## config.mk

```make
export PLATFORM = sky130hd
export DESIGN_NAME = fpalu_add_wb
export DESIGN_NICKNAME = d
export VERILOG_FILES = /design/src/rtl/fpalu_add_wb.sv
export SDC_FILE = /design/constraint.sdc
export NUM_CORES = 1
export LEC_CHECK = 0
export BUFFER_PORTS_ARGS = -buffer_cell sky130_fd_sc_hd__buf_4
export CELL_PAD_IN_SITES_DETAIL_PLACEMENT = 0
export CELL_PAD_IN_SITES_GLOBAL_PLACEMENT = 1
export CORE_UTILIZATION = 44
export DETAILED_ROUTE_END_ITERATION = 6
export PLACE_DENSITY = 0.87
export SYNTH_ARGS = -nofsm -noshare
export SYNTH_HDL_FRONTEND = slang
export SYNTH_SLANG_ARGS = --single-unit
```

## constraint.sdc

```tcl
create_clock -name clk -period 2.3 [get_ports clk]
set_clock_uncertainty 0.15 [all_clocks]
set_input_delay 0.115 -clock clk [delete_from_list [all_inputs] [get_ports clk]]
set_output_delay 0.115 -clock clk [all_outputs]
set_load 0.005 [all_outputs]
```

## src/rtl/fpalu_add_wb.sv

```systemverilog
// Writeback stage behind the FP adder: buffers sums, classifies them, keeps sticky exception flags.
// Latency: 1 cycle from a push into an empty FIFO to out_valid/out_data (no bypass).
// Backpressure: in_ready drops when DEPTH entries are held; it depends on registered count only.
//
// Ports:
//   clk, rst          single clock, synchronous active-high reset
//   in_valid/in_ready adder result handshake, in_sum carries the IEEE-754 single word
//   out_valid/out_ready consumer handshake, out_data/out_flags show the head entry
//   out_flags         {nan, inf, zero, neg} of the head entry
//   flag_clr          clears sticky_flags ({nan, inf, zero} seen since last clear/reset)
//   count             occupied entries, 0..DEPTH
//
// Build option: define FPALU_WB_CANON_NAN_EN to store every pushed NaN as the
// canonical quiet NaN 32'h7FC00000 (neg forced to 0). Without it the NaN payload
// and sign pass through untouched. Classification and sticky flags are the same
// in both builds.
//
// DEPTH must be a power of two (>= 2) and CW must be log2(DEPTH)+1 so that the
// pointers wrap naturally and count can hold the value DEPTH.

module fpalu_add_wb #(
  parameter int DEPTH = 4,
  parameter int CW    = 3
) (
  input  logic          clk,
  input  logic          rst,
  input  logic          in_valid,
  output logic          in_ready,
  input  logic [31:0]   in_sum,
  output logic          out_valid,
  input  logic          out_ready,
  output logic [31:0]   out_data,
  output logic [3:0]    out_flags,
  input  logic          flag_clr,
  output logic [2:0]    sticky_flags,
  output logic [CW-1:0] count
);

  localparam int AW = $clog2(DEPTH);
  localparam logic [CW-1:0] FULL_CNT = CW'(DEPTH);

  // One FIFO entry: class bits travel with the result word.
  typedef struct packed {
    logic        nan;
    logic        inf;
    logic        zero;
    logic        neg;
    logic [31:0] dat;
  } wb_entry_t;

  // ---------------------------------------------------------------------------
  // Handshake
  // ---------------------------------------------------------------------------
  logic push;
  logic pop;

  assign in_ready  = (count != FULL_CNT);
  assign out_valid = (count != '0);
  assign push      = in_valid  && in_ready;
  assign pop       = out_valid && out_ready;

  // ---------------------------------------------------------------------------
  // Classification of the incoming sum
  // ---------------------------------------------------------------------------
  logic [7:0]  in_exp;
  logic [22:0] in_frac;
  logic        is_nan;
  logic        is_inf;
  logic        is_zero;
  wb_entry_t   wr_entry;

  assign in_exp  = in_sum[30:23];
  assign in_frac = in_sum[22:0];

  // exp==FF splits on frac into NaN/inf; exp==0 with frac==0 is zero.
  // Denormals (exp==0, frac!=0) fall into none of the three classes.
  assign is_nan  = (in_exp == 8'hFF) && (in_frac != '0);
  assign is_inf  = (in_exp == 8'hFF) && (in_frac == '0);
  assign is_zero = (in_exp == 8'h00) && (in_frac == '0);

  always_comb begin
    wr_entry      = '0;
    wr_entry.nan  = is_nan;
    wr_entry.inf  = is_inf;
    wr_entry.zero = is_zero;
`ifdef FPALU_WB_CANON_NAN_EN
    // Canonicalise so downstream never sees payload or sign on a NaN.
    wr_entry.neg  = is_nan ? 1'b0 : in_sum[31];
    wr_entry.dat  = is_nan ? 32'h7FC0_0000 : in_sum;
`else
    wr_entry.neg  = in_sum[31];
    wr_entry.dat  = in_sum;
`endif
  end

  // ---------------------------------------------------------------------------
  // Storage and pointers
  // ---------------------------------------------------------------------------
  wb_entry_t       mem [DEPTH];
  logic [AW-1:0]   wr_ptr;
  logic [AW-1:0]   rd_ptr;
  wb_entry_t       head;

  // Storage is not reset: out_data/out_flags are masked while empty, so stale
  // contents are never visible.
  always_ff @(posedge clk) begin
    if (!rst && push) begin
      mem[wr_ptr] <= wr_entry;
    end
  end

  // Power-of-two DEPTH lets the pointers wrap DEPTH-1 -> 0 by plain overflow.
  always_ff @(posedge clk) begin
    if (rst) begin
      wr_ptr <= '0;
      rd_ptr <= '0;
      count  <= '0;
    end else begin
      if (push) begin
        wr_ptr <= wr_ptr + AW'(1);
      end
      if (pop) begin
        rd_ptr <= rd_ptr + AW'(1);
      end
      unique case ({push, pop})
        2'b10:   count <= count + CW'(1);
        2'b01:   count <= count - CW'(1);
        default: count <= count;
      endcase
    end
  end

  assign head      = mem[rd_ptr];
  assign out_data  = out_valid ? head.dat : 32'h0;
  assign out_flags = out_valid ? {head.nan, head.inf, head.zero, head.neg} : 4'h0;

  // ---------------------------------------------------------------------------
  // Sticky exception flags {nan, inf, zero}
  // ---------------------------------------------------------------------------
  // A clear coinciding with a push keeps the new entry's class: clear first,
  // then OR in what is being pushed.
  always_ff @(posedge clk) begin
    if (rst) begin
      sticky_flags <= '0;
    end else if (push) begin
      sticky_flags <= (flag_clr ? 3'b000 : sticky_flags) |
                      {wr_entry.nan, wr_entry.inf, wr_entry.zero};
    end else if (flag_clr) begin
      sticky_flags <= '0;
    end
  end

endmodule

```

; Yosys cells after proc, flatten, opt, wreduce, memory -nomap -nowiden
; Memories as Yosys holds them, arrays and structs flattened. A register that Yosys moved wholly into a read port is not among the register bits.
; Index checks and enable logic that the tools add are counted.
[totals]
reg_bits = 10
elab_cells = 35
memories = 1
out_inout_bits = 44
ram_bits = 144
[memory_table]
columns = name, words, word_bits, rd, rd_ports_with_merged_regs, wr, line_no
row1 = mem, 4, 36, 1, 1, 1, 99  ; wb_entry_t mem [DEPTH];
[op_classes]
bitwise_logic = 1
n_eq_ne = 4
muxes = 9
addsub = 4
n_reduce_logical = 12
[op_table]
columns = operator, count
row1 = $mux W32, 1
row2 = $logic_not A23 Y1, 1
row3 = $reduce_bool A23 Y1, 1
row4 = $eq A8 B8 Y1 const B, 1
row5 = $logic_not A8 Y1, 1
row6 = $logic_and A1 B1 Y1, 6
row7 = $mux W3, 2
row8 = $pmux W3 S2, 1
row9 = $add A2 B1 Y2 const B, 2
row10 = $mux W2, 2
row11 = $mux W4, 1
row12 = $add A3 B1 Y3 const B, 1
row13 = $ne A3 B3 Y1 const B, 1
row14 = $or A3 B3 Y3, 1
row15 = $reduce_bool A3 Y1, 1
row16 = $sub A3 B1 Y3 const B, 1
row17 = $eq A2 B1 Y1 const B, 1
row18 = $eq A2 B2 Y1 const B, 1
row19 = $mux W1, 2
row20 = $reduce_bool A2 Y1, 1
row21 = $logic_not A1 Y1, 1

; Depth between registers and ports, before layout
; Gate-level depths: netlist of run 1.
[logic_depth]
word_depth = 5
mapped_depth = 9

; Worst setup path before layout of run 1
; OpenSTA, ideal clock, no wires.
[synth_timing]
path_kind = register to register
from = register count[2]
to = register count[2]
stages_incl_launch_ff = 9
arrival_ps = 2046
slack_ps = 33
required_time_ps = 2079
setup_time_ps = 71
cell_sequence = dfxtp_1 or3b_4 nand2_4 ha_1 inv_1 fa_1 xor2_1 or3_1 a21oi_1
[synth_between]
elab_chain_len = 4
elab_cells_between_ends = 10
[synth_lines]
columns = element, line_no
row1 = from (decl), 36  ; output logic [CW-1:0] count
row2 = from (signal assigned), 126  ; 2'b10: count <= count + CW'(1);
row3 = from (signal assigned), 127  ; 2'b01: count <= count - CW'(1);
row4 = from (signal assigned), 128  ; default: count <= count;
row5 = $ne A3 B3 Y1 *, 57  ; assign in_ready = (count != FULL_CNT);
row6 = named net in_ready, 28  ; output logic in_ready,
row7 = $logic_and A1 B1 Y1 *, 59  ; assign push = in_valid && in_ready;
row8 = $eq A2 B1 Y1 / $eq A2 B2 Y1 (equally long branches), 125  ; unique case ({push, pop})
row9 = $pmux W3 S2 / $reduce_bool A2 Y1 (equally long branches), n/a
; The timed path passes the listed nets; every way through them passes the cells marked *.
; A chain may end at the register's enable or synchronous reset.

; Final worst setup path of run 1
[layout_timing]
from = register count[1]
to = register count[2]
[layout_between]
elab_chain_len = 4
elab_cells_between_ends = 10
[layout_lines]
columns = element, line_no
row1 = $ne A3 B3 Y1 / $reduce_bool A3 Y1 (equally long branches), "57, 58"
row2 = "$logic_and A1 B1 Y1, on equally long branches", "59, 60"
row3 = $eq A2 B1 Y1 / $eq A2 B2 Y1 (equally long branches), 125
row4 = $pmux W3 S2 / $reduce_bool A2 Y1 (equally long branches), n/a
; Parallel ways exist; a longest one is shown, timed or not.

==> metrics.cfg, run 1 <==
[route]
via_per_inst = 5.05
drt-initial-drc-count = 200
dr.pass1.iters = 4
wl_per_cell_um = 17.5
final_antenna_net_count = 0
routed_wl_um = 10800
post-route-drc-count = 0
num_vias = 3133

[finish]
num-fill-cells = 1012
stdcell_area_mm2 = 0.00783
multi_input_area_mm2 = 0.00149
final_nets = 475
drive_above_1_share = 0.378
utilization = 0.586
layout.area.seq_mm2 = 0.00445
diodes = 0
area_growth_pct = 29.5

[clocking]
worstSkewPairLatency_ps = 410
cts_tree = built
clock-root-buffer = clkbuf_16
cts.sinks = 152
numCtsBuffers = 17
clk_pin_slew_ps = 60
cts.path.max_buffers = 2
htreeDepth = 4

[power]
p_int_mw = 6.18
combPwrFrac = 0.282
power_leakage_nw = 2.72
seqPwrFrac = 0.397
ir_drop_mv = 0.569
switching_share = 0.257
power_mw = 8.32
p_clk_frac = 0.321
power_density_mw_per_mm2 = 1060
p_sw_mw = 2.14

[placed_design]
port_buffers = 80
placed_cell_area_mm2 = 0.00684
post-dp-hpwl_um = 6630
gp_congestion = 0.740

[hold_path]
hold_end = mem[3][32]
worst_hold_path_type = in2reg
min_delay_path_depth = 2
hold_path.startpoint = in_sum[31]

[yosys]
ys.warnings.count = 0
yosysTopAreaCellShare = 0.695
synthCells = 300
yosysSeqAreaShare = 0.735
synth_ff_type = edfxtp_1
postSynth.asyncResetShare = 0
syn_area_per_cell_um2 = 20.2
synthTopCellsByCount = 140 x edfxtp_1, 39 x and2_1, 30 x mux4_2
synth_cell_types = 36
synth_area_leaders = edfxtp_1 70%, mux4_2 11%, and2_1 4.0%
synth-seq-cells = 152
syn_nets = 343
yosysMostFrequentCell = edfxtp_1
syn-cell-area_mm2 = 0.00605
synth_edf_count = 140
synth.largest_area_cell = edfxtp_1

[critical_path]
start_kind = flop
r2r-start = count[1]
setup.worst_path.end_class = flop
crit_chain = or3b_4 -> nand2_4 -> ha_4 -> inv_1 -> fa_2 -> xor2_1 -> or3_1 -> a21oi_2
criticalPathCategory = reg2reg
r2r_end = count[2]
required_ps = 2500
critPathMaxFanout = 5
rrSetupSlack_ps = 60
crit_arrival_ps = 2440
critPathMaxStageDelay_ps = 420
slowest_stage = or3b_4
r2r_cells = 8

[timing]
finalSetupViolCount = 0
slew_headroom = 0.360
slew_violations = 0
hold_violations = 0
period_share = 0.975
tightest_slew_ps = 961
period_needed_ps = 2240
fmax_ghz = 0.446
grt_setup_unrepaired = yes

[floorplan]
coreArea_mm2 = 0.0133
die_h_um = 119
ios = 81
initial_core_util = 0.453
die_w_um = 119
row_count = 42
die_area_mm2 = 0.0142

[job]
maxCapViolations = 0

[global_route]
grt_max_degree = 38
grt_pass1_vias = 3264
grt_pass1_wl_um = 17200
antenna_found_initial = 0
grt_usage = 0.166
grt_remaining_overflow = 0

[outcome]
outcome = completed

==> placed cells by master, fill, tap and decap left out, types with 2 or more instances in the layout <==
cell type and count:
a21oi_1 2, and2_1 35, and2_2 4, buf_12 2, buf_4 87, bufinv_16 2
clkbuf_16 17, clkinv_1 3, clkinv_4 5, dfxtp_1 9, dfxtp_2 3, dlygate4sd3_1 37
edfxtp_1 140, ha_1 4, inv_1 5, inv_6 3, mux4_1 5, mux4_2 30
nand2_1 2, nand3_1 2, nand4_1 2, nor2_1 11, nor3_1 2, nor4_1 7
o41ai_2 2, or3_1 2, or3b_2 2, xor2_1 3
==> worst max path at each step <==
| stage | from | to | slack [ps] | cells past startpoint |
|---|---|---|---|---|
| floorplan | count[2] | count[2] | 30 | 8 |
| global placement | count[1] | count[2] | 80 | 8 |
| detailed placement | count[1] | count[2] | 30 | 8 |
| CTS | count[1] | count[2] | 8 | 8 |
| global route | count[2] | count[2] | -40 | 9 |
| finish | count[1] | count[2] | 60 | 8 |
==> worst max-delay path: cells and delay by family (launching register included) <==
family / cells / cell delay (ps)
flops: 1 / 340
compound gates: 1 / 120
simple gates: 3 / 900
fa+ha+maj: 2 / 470
xor+xnor: 1 / 160
buf+inv: 1 / 50
==> through the flow <==
| step | setup slack [ps] | setup TNS (ps) | hold slack, ps | instances |
|---|---|---|---|---|
| 3_5_place_dp | 30.6 | 0 | 172 | 550 |
| 3_3_place_gp | 83.1 | 0 | 167 | 550 |
| 5_1_grt | -41.0 | -41.2 | 287 | 621 |
| 6_report | 58.6 | 0 | 293 | 621 |
| 2_1_floorplan | 32.8 | 0 | 63.9 | 300 |
| 4_1_cts | 7.70 | 0 | 279 | 619 |
==> area by class of cell <==
cell class	instances	area share
sequential	152	0.568
timing repair buffer	127	0.137
tap	176	0.0281
clock inverter	14	0.0190
clock buffer	18	0.0548
inverter	5	0.00240
multi-input combinational	129	0.190
==> power by group through the flow <==
stage	combinational [mW]	clock [mW]	sequential [mW]
after floorplan	1.40	0	3.33
after global placement	2.27	0	3.34
after detailed placement	2.29	0	3.36
after CTS	2.36	2.72	3.30
after global routing	2.57	2.84	3.32
final	2.35	2.67	3.30
==> flip-flops by register name, indices dropped and copies added (netlist names), named ones only <==
register      flops
mem             140
sticky_flags      3
wr_ptr            2
rd_ptr            2
count             3
==> per-layer routing <==
layer  up-vias  part of all wire  track usage  wire, µm
li1       1464                 -            -         -
met1      1571              0.43        0.215      4610
met2        88              0.51        0.274      5550
met3        10             0.051       0.0378       557
met4         0             0.011       0.0641       121
met5         -                 0            0         0
==> logic make-up after synthesis <==
logic type                 after synthesis  synth area share
muxes                                   35             0.133
adders and majority gates                6            0.0137
AOI/OAI and AO/OA                        7            0.0101
DFF                                    152             0.735
and+or+nand+nor                         76            0.0764
buffers and inverters                   19            0.0228
xor gates and xnor gates                 5           0.00849
==> repair_timing <==
action	in CTS	in global routing
gates resized for setup	0	6
hold buffers	37	0
buffers inserted	0	2
endpoints found under the hold margin	140	0
setup endpoints to repair	0	115
No activity file was read; power rests on OpenSTA's default activity.
==> inputs of run 2 (changes only) <==
CORE_UTILIZATION = 50   (was 44)
PLACE_DENSITY = 0.92   (was 0.87)
clock period = 2.6 ns   (was 2.3 ns; I/O delays follow)
==> run 2 against run 1 <==
Effect of this change:
- the flow now finishes with violations (DRC)
- sequential power shrank 11%
- sequential cell count is the same
- setup slack gained 110 ps
- design area shrank 1.5%
- global-route usage grew 3.5 points
- critical path depth is the same
- worst hold slack gained 25 ps
- critical path type unchanged
- highest routed layer unchanged
==> metrics.cfg, run 2 (same netlist as run 1, synthesis figures left out) <==
[clocking]
cts_tree = built  ; unchanged
numCtsBuffers = 17  ; unchanged
clock-root-buffer = clkbuf_16  ; unchanged
cts.sinks = 152  ; unchanged
cts.path.max_buffers = 2  ; unchanged
post_cts_resized = 0  ; unchanged
clk_pin_slew_ps = 60  ; about the same
htreeDepth = 4  ; unchanged
worstSkewPairLatency_ps = 410  ; about the same

[route]
routed_wl_um = 11600  ; was 10800 µm
wl_per_cell_um = 20.0  ; was 17.5 µm
via_per_inst = 5.43  ; was 5.05
num_vias = 3157  ; was 3133
dr.pass1.iters = 6  ; was 4
drt-initial-drc-count = 191  ; was 200
final_antenna_net_count = 0  ; unchanged
post-route-drc-count = 5  ; was 0

[global_route]
grt_max_degree = 38  ; unchanged
grt_pass1_vias = 3454  ; was 3264
grt_remaining_overflow = 0  ; unchanged
grt_usage = 0.201  ; was 0.166
antenna_found_initial = 0  ; unchanged
grt_pass1_wl_um = 18100  ; was 17200 µm

[placed_design]
post-dp-hpwl_um = 6490  ; was 6630 µm
dpl_worst_slack_ps = 195  ; was 30.6 ps
port_buffers = 80  ; unchanged
gp_congestion = 0.709  ; was 0.740

[timing]
grt_setup_unrepaired = no  ; was yes
layout_setup_ws_ps = 164  ; was 58.6 ps
fmax_ghz = 0.410  ; was 0.446 GHz
finalSetupViolCount = 0  ; unchanged
tightest_slew_ps = 979  ; was 961 ps
slew_headroom = 0.347  ; was 0.360
hold_slack_ps = 318  ; was 293 ps
period_needed_ps = 2440  ; was 2240 ps
hold_violations = 0  ; unchanged
period_share = 0.937  ; was 0.975
slew_violations = 0  ; unchanged
fin_setup_tns_ps = 0  ; unchanged

[floorplan]
row_count = 39  ; was 42
die_h_um = 112  ; was 119 µm
coreArea_mm2 = 0.0116  ; was 0.0133 mm²
ios = 81  ; unchanged
initial_core_util = 0.521  ; was 0.453
die_w_um = 112  ; was 119 µm
die_area_mm2 = 0.0125  ; was 0.0142 mm²

[finish]
utilization = 0.664  ; was 0.586
drive_above_1_share = 0.365  ; was 0.378
final_cell_mix = 140 x edfxtp_1, 81 x buf_4, 37 x dlygate4sd3_1  ; was 140 x edfxtp_1, 87 x buf_4, 37 x dlygate4sd3_1
num-fill-cells = 783  ; was 1012
final_nets = 469  ; was 475
largest_reg_flops = 140  ; unchanged
top_register = mem  ; unchanged
area_growth_pct = 27.6  ; was 29.5%
reg.largest.list = mem: 140 flops, count: 3 flops, sticky_flags: 3 flops  ; unchanged
diodes = 0  ; unchanged
final_common_cell = edfxtp_1  ; unchanged

[critical_path]
start_kind = flop  ; unchanged
critPathMaxStageDelay_ps = 430  ; was 420 ps
setup.worst_path.end_class = flop  ; unchanged
criticalPathCategory = reg2reg  ; unchanged
slowest_stage = or3b_4  ; unchanged
rrSetupSlack_ps = 160  ; was 60 ps
required_ps = 2790  ; was 2500 ps
critPathMaxFanout = 7  ; was 5
crit_arrival_ps = 2630  ; was 2440 ps
crit_chain = or3b_4 -> nand2_4 -> ha_1 -> inv_1 -> fa_1 -> xor2_1 -> or3_1 -> a21oi_1  ; was or3b_4 -> nand2_4 -> ha_4 -> inv_1 -> fa_2 -> xor2_1 -> or3_1 -> a21oi_2

[outcome]
violations = DRC
outcome = finished with violations  ; was completed

[hold_path]
worst_hold_path_type = in2reg  ; unchanged

[power]
ir_drop_mv = 0.799  ; was 0.569 mV
power_leakage_nw = 2.68  ; was 2.72 nW
power_density_mw_per_mm2 = 946  ; was 1060 mW/mm²
power_mw = 7.30  ; was 8.32 mW

[job]
maxCapViolations = 0  ; unchanged

run 2: what timing repair did:
item                      in CTS  in global routing
hold endpoints to repair     140                  0
hold buffers                  37                  0
buffers inserted               0                  0
run 2: worst paths after layout:
path                endpoint  cells after the start       start
setup / recovery    count[2]                      8    count[2]
hold / removal    mem[1][32]                      2  in_sum[31]
setup reg to reg    count[2]                      8    count[2]
hold reg to reg    wr_ptr[1]                      2   wr_ptr[1]
run 2: worst max-delay path: cells and delay by family, from the launching register on:
family | cells | cell delay, ps
compound gates | 1 | 150
simple gates | 3 | 880
xor+xnor | 1 | 160
fa+ha+maj | 2 | 580
flops | 1 | 380
buf+inv | 1 | 70
run 2: metrics by stage:
stage | area (µm²) | cells
finish | 7710 | 581
global placement | 6780 | 513
CTS | 7710 | 581
global route | 7710 | 581
floorplan | 6050 | 300
detailed placement | 6780 | 513
run 2: routing by layer:
metal / wire, µm / share of wire / up-vias / track usage
met3: 442 / 0.038 / 8 / 0.0702
met2: 6250 / 0.54 / 66 / 0.341
met1: 4830 / 0.42 / 1635 / 0.237
met4: 89 / 0.0077 / 0 / 0.0729
li1: - / - / 1448 / -
met5: 0 / 0 / - / 0
run 2: area by class of cell:
cell class	instances	area, µm²	share of cell area
inverter	5	18.8	0.00243
clock inverter	13	133	0.0172
clock buffer	18	429	0.0556
tap	143	179	0.0232
multi-input combinational	129	1470	0.190
sequential	152	4450	0.576
timing repair buffer	121	1040	0.135
run 2: power by group:
group          total [mW]  leakage (nW)  internal, mW  switching [mW]
logic                2.04          1.05          1.18           0.867
clock network        2.31         0.267          1.40           0.916
registers            2.94          1.36          2.85          0.0963
total                7.30          2.68          5.42            1.88
==> inputs of run 3 (changes only) <==
PLACE_DENSITY = default   (was 0.92)
PLACE_DENSITY_LB_ADDON = 0.1   (was default)
==> run 3 against run 2 <==
Effect of this change:
- the flow still finishes with violations (DRC)
- count of clock-buffer cells in the layout is 1 lower
- die area unchanged
- clock power is 4% lower
- sequential share of layout area decreased by 0.34 points
- total power down 1.5%
- sequential power hardly changed
- via count down 1.6%
- critical path type is now reg2out
- highest routed layer unchanged
==> metrics.cfg, run 3 (same netlist as run 1, synthesis figures left out) <==
[placed_design]
dpl_worst_slack_ps = 251  ; was 195 ps
gp_congestion = 0.707  ; was 0.709
placed_cells = 517  ; was 513
post-dp-hpwl_um = 6340  ; was 6490 µm
port_buffers = 80  ; unchanged

[clocking]
clk_pin_slew_ps = 60  ; about the same
post_cts_resized = 0  ; unchanged
htreeDepth = 4  ; unchanged
cts.sinks = 152  ; unchanged
cts.path.max_buffers = 2  ; unchanged
numCtsBuffers = 17  ; unchanged
cts_tree = built  ; unchanged
clock-root-buffer = clkbuf_16  ; unchanged
worstSkewPairLatency_ps = 410  ; about the same

[outcome]
outcome = finished with violations  ; unchanged
violations = DRC  ; unchanged

[finish]
layout.area.seq_mm2 = 0.00445  ; unchanged
largest_reg_flops = 140  ; unchanged
final_cell_mix = 140 x edfxtp_1, 81 x buf_4, 36 x dlygate4sd3_1  ; was 140 x edfxtp_1, 81 x buf_4, 37 x dlygate4sd3_1
top_register = mem  ; unchanged
num-fill-cells = 793  ; was 783
reg.largest.list = mem: 140 flops, count: 3 flops, sticky_flags: 3 flops  ; unchanged
diodes = 0  ; unchanged
multi_input_area_mm2 = 0.00147  ; unchanged
drive_above_1_share = 0.373  ; was 0.365
area_growth_pct = 28.4  ; was 27.6%
utilization = 0.668  ; was 0.664
final_nets = 472  ; was 469
layout.cells.non_filler = 585  ; was 581
final_common_cell = edfxtp_1  ; unchanged

[timing]
finalSetupViolCount = 0  ; unchanged
period_needed_ps = 2390  ; was 2440 ps
layout_setup_ws_ps = 212  ; was 164 ps
grt_setup_unrepaired = no  ; unchanged
hold_slack_ps = 312  ; was 318 ps
period_share = 0.919  ; was 0.937
hold_violations = 0  ; unchanged
fin_setup_tns_ps = 0  ; unchanged
fmax_ghz = 0.419  ; was 0.410 GHz
slew_violations = 0  ; unchanged
slew_headroom = 0.678  ; was 0.347
tightest_slew_ps = 483  ; was 979 ps

[route]
wl_per_cell_um = 18.5  ; was 20.0 µm
num_vias = 3106  ; was 3157
drt-initial-drc-count = 149  ; was 191
routed_wl_um = 10800  ; was 11600 µm
final_antenna_net_count = 0  ; unchanged
via_per_inst = 5.31  ; was 5.43
dr.pass1.iters = 6  ; unchanged
post-route-drc-count = 5  ; unchanged

[critical_path]
slowest_stage = dfxtp_2  ; was or3b_4
rrSetupSlack_ps = 230  ; was 160 ps
endpoint = out_data[0]  ; was count[2]
critPathMaxFanout = 13  ; was 7
criticalPathCategory = reg2out  ; was reg2reg
r2r-start = count[2]  ; unchanged
crit_arrival_ps = 2110  ; was 2630 ps
required_ps = 2320  ; was 2790 ps
r2r_cells = 8  ; unchanged
start_kind = flop  ; unchanged
setup.worst_path.end_class = output port  ; was flop
critPathMaxStageDelay_ps = 560  ; was 430 ps
crit_chain = buf_12 -> mux4_1 -> and2_1 -> buf_4  ; was or3b_4 -> nand2_4 -> ha_1 -> inv_1 -> fa_1 -> xor2_1 -> or3_1 -> a21oi_1
r2r_end = count[2]  ; unchanged

[job]
maxCapViolations = 0  ; unchanged

[power]
power_leakage_nw = 2.70  ; was 2.68 nW
power_density_mw_per_mm2 = 927  ; was 946 mW/mm²
ir_drop_mv = 0.556  ; was 0.799 mV

[global_route]
grt_usage = 0.189  ; was 0.201
grt_pass1_wl_um = 17200  ; was 18100 µm
grt_remaining_overflow = 0  ; unchanged
grt_pass1_vias = 3228  ; was 3454
grt_max_degree = 38  ; unchanged
antenna_found_initial = 0  ; unchanged

[floorplan]
die_area_mm2 = 0.0125  ; unchanged
die_h_um = 112  ; unchanged
row_count = 39  ; unchanged
initial_core_util = 0.521  ; unchanged
ios = 81  ; unchanged
coreArea_mm2 = 0.0116  ; unchanged
die_w_um = 112  ; unchanged

[hold_path]
worst_hold_path_type = in2reg  ; unchanged

[run 3: final cells by class]
type                            count  share of cell area
Sequential cell                   152               0.573
Multi-Input combinational cell    129               0.189
Timing Repair Buffer              124               0.143
Clock buffer                       17              0.0548
Tap cell                          143              0.0231
Clock inverter                     15              0.0145
Inverter                            5             0.00242
[run 3: what timing repair did]
action	in CTS	in global routing
buffers inserted	0	0
hold buffers	36	0
hold endpoints to repair	140	0
[run 3: power by group]
| part | internal (mW) | switching [mW] |
|---|---|---|
| registers | 2.84 | 0.119 |
| logic | 1.18 | 0.839 |
| clock network | 1.29 | 0.915 |
[run 3: metrics by stage]
step / area (µm²) / total power, mW
2_1_floorplan: 6050 / 4.18
3_3_place_gp: 6860 / 5.02
3_5_place_dp: 6860 / 5.04
4_1_cts: 7760 / 7.29
5_1_grt: 7760 / 7.54
6_report: 7760 / 7.19
[run 3: worst max-delay path: cells and delay by family, from the launching register on]
family | cells | cell delay [ps]
buf+inv | 2 | 360
mux | 1 | 560
flops | 1 | 560
simple gates | 1 | 200
[run 3: worst min-delay path by stage]
| stage | slack [ps] | depth (start not counted) | to | start |
|---|---|---|---|---|
| 2_1_floorplan | 80 | 0 | mem[0][0] | in_sum[0] |
| 5_1_grt | 320 | 2 | mem[1][20] | in_sum[20] |
| 3_5_place_dp | 190 | 1 | mem[1][32] | in_sum[31] |
| 4_1_cts | 290 | 2 | mem[1][32] | in_sum[31] |
| 3_3_place_gp | 180 | 1 | mem[0][32] | in_sum[31] |
| 6_report | 310 | 2 | mem[1][20] | in_sum[20] |
[run 3: routing by layer]
metal | vias up | track usage | wire length (µm)
met4 | 0 | 0.0747 | 165
met5 | - | 0 | 0
li1 | 1454 | - | -
met2 | 70 | 0.313 | 5460
met3 | 14 | 0.0484 | 412
met1 | 1568 | 0.242 | 4800
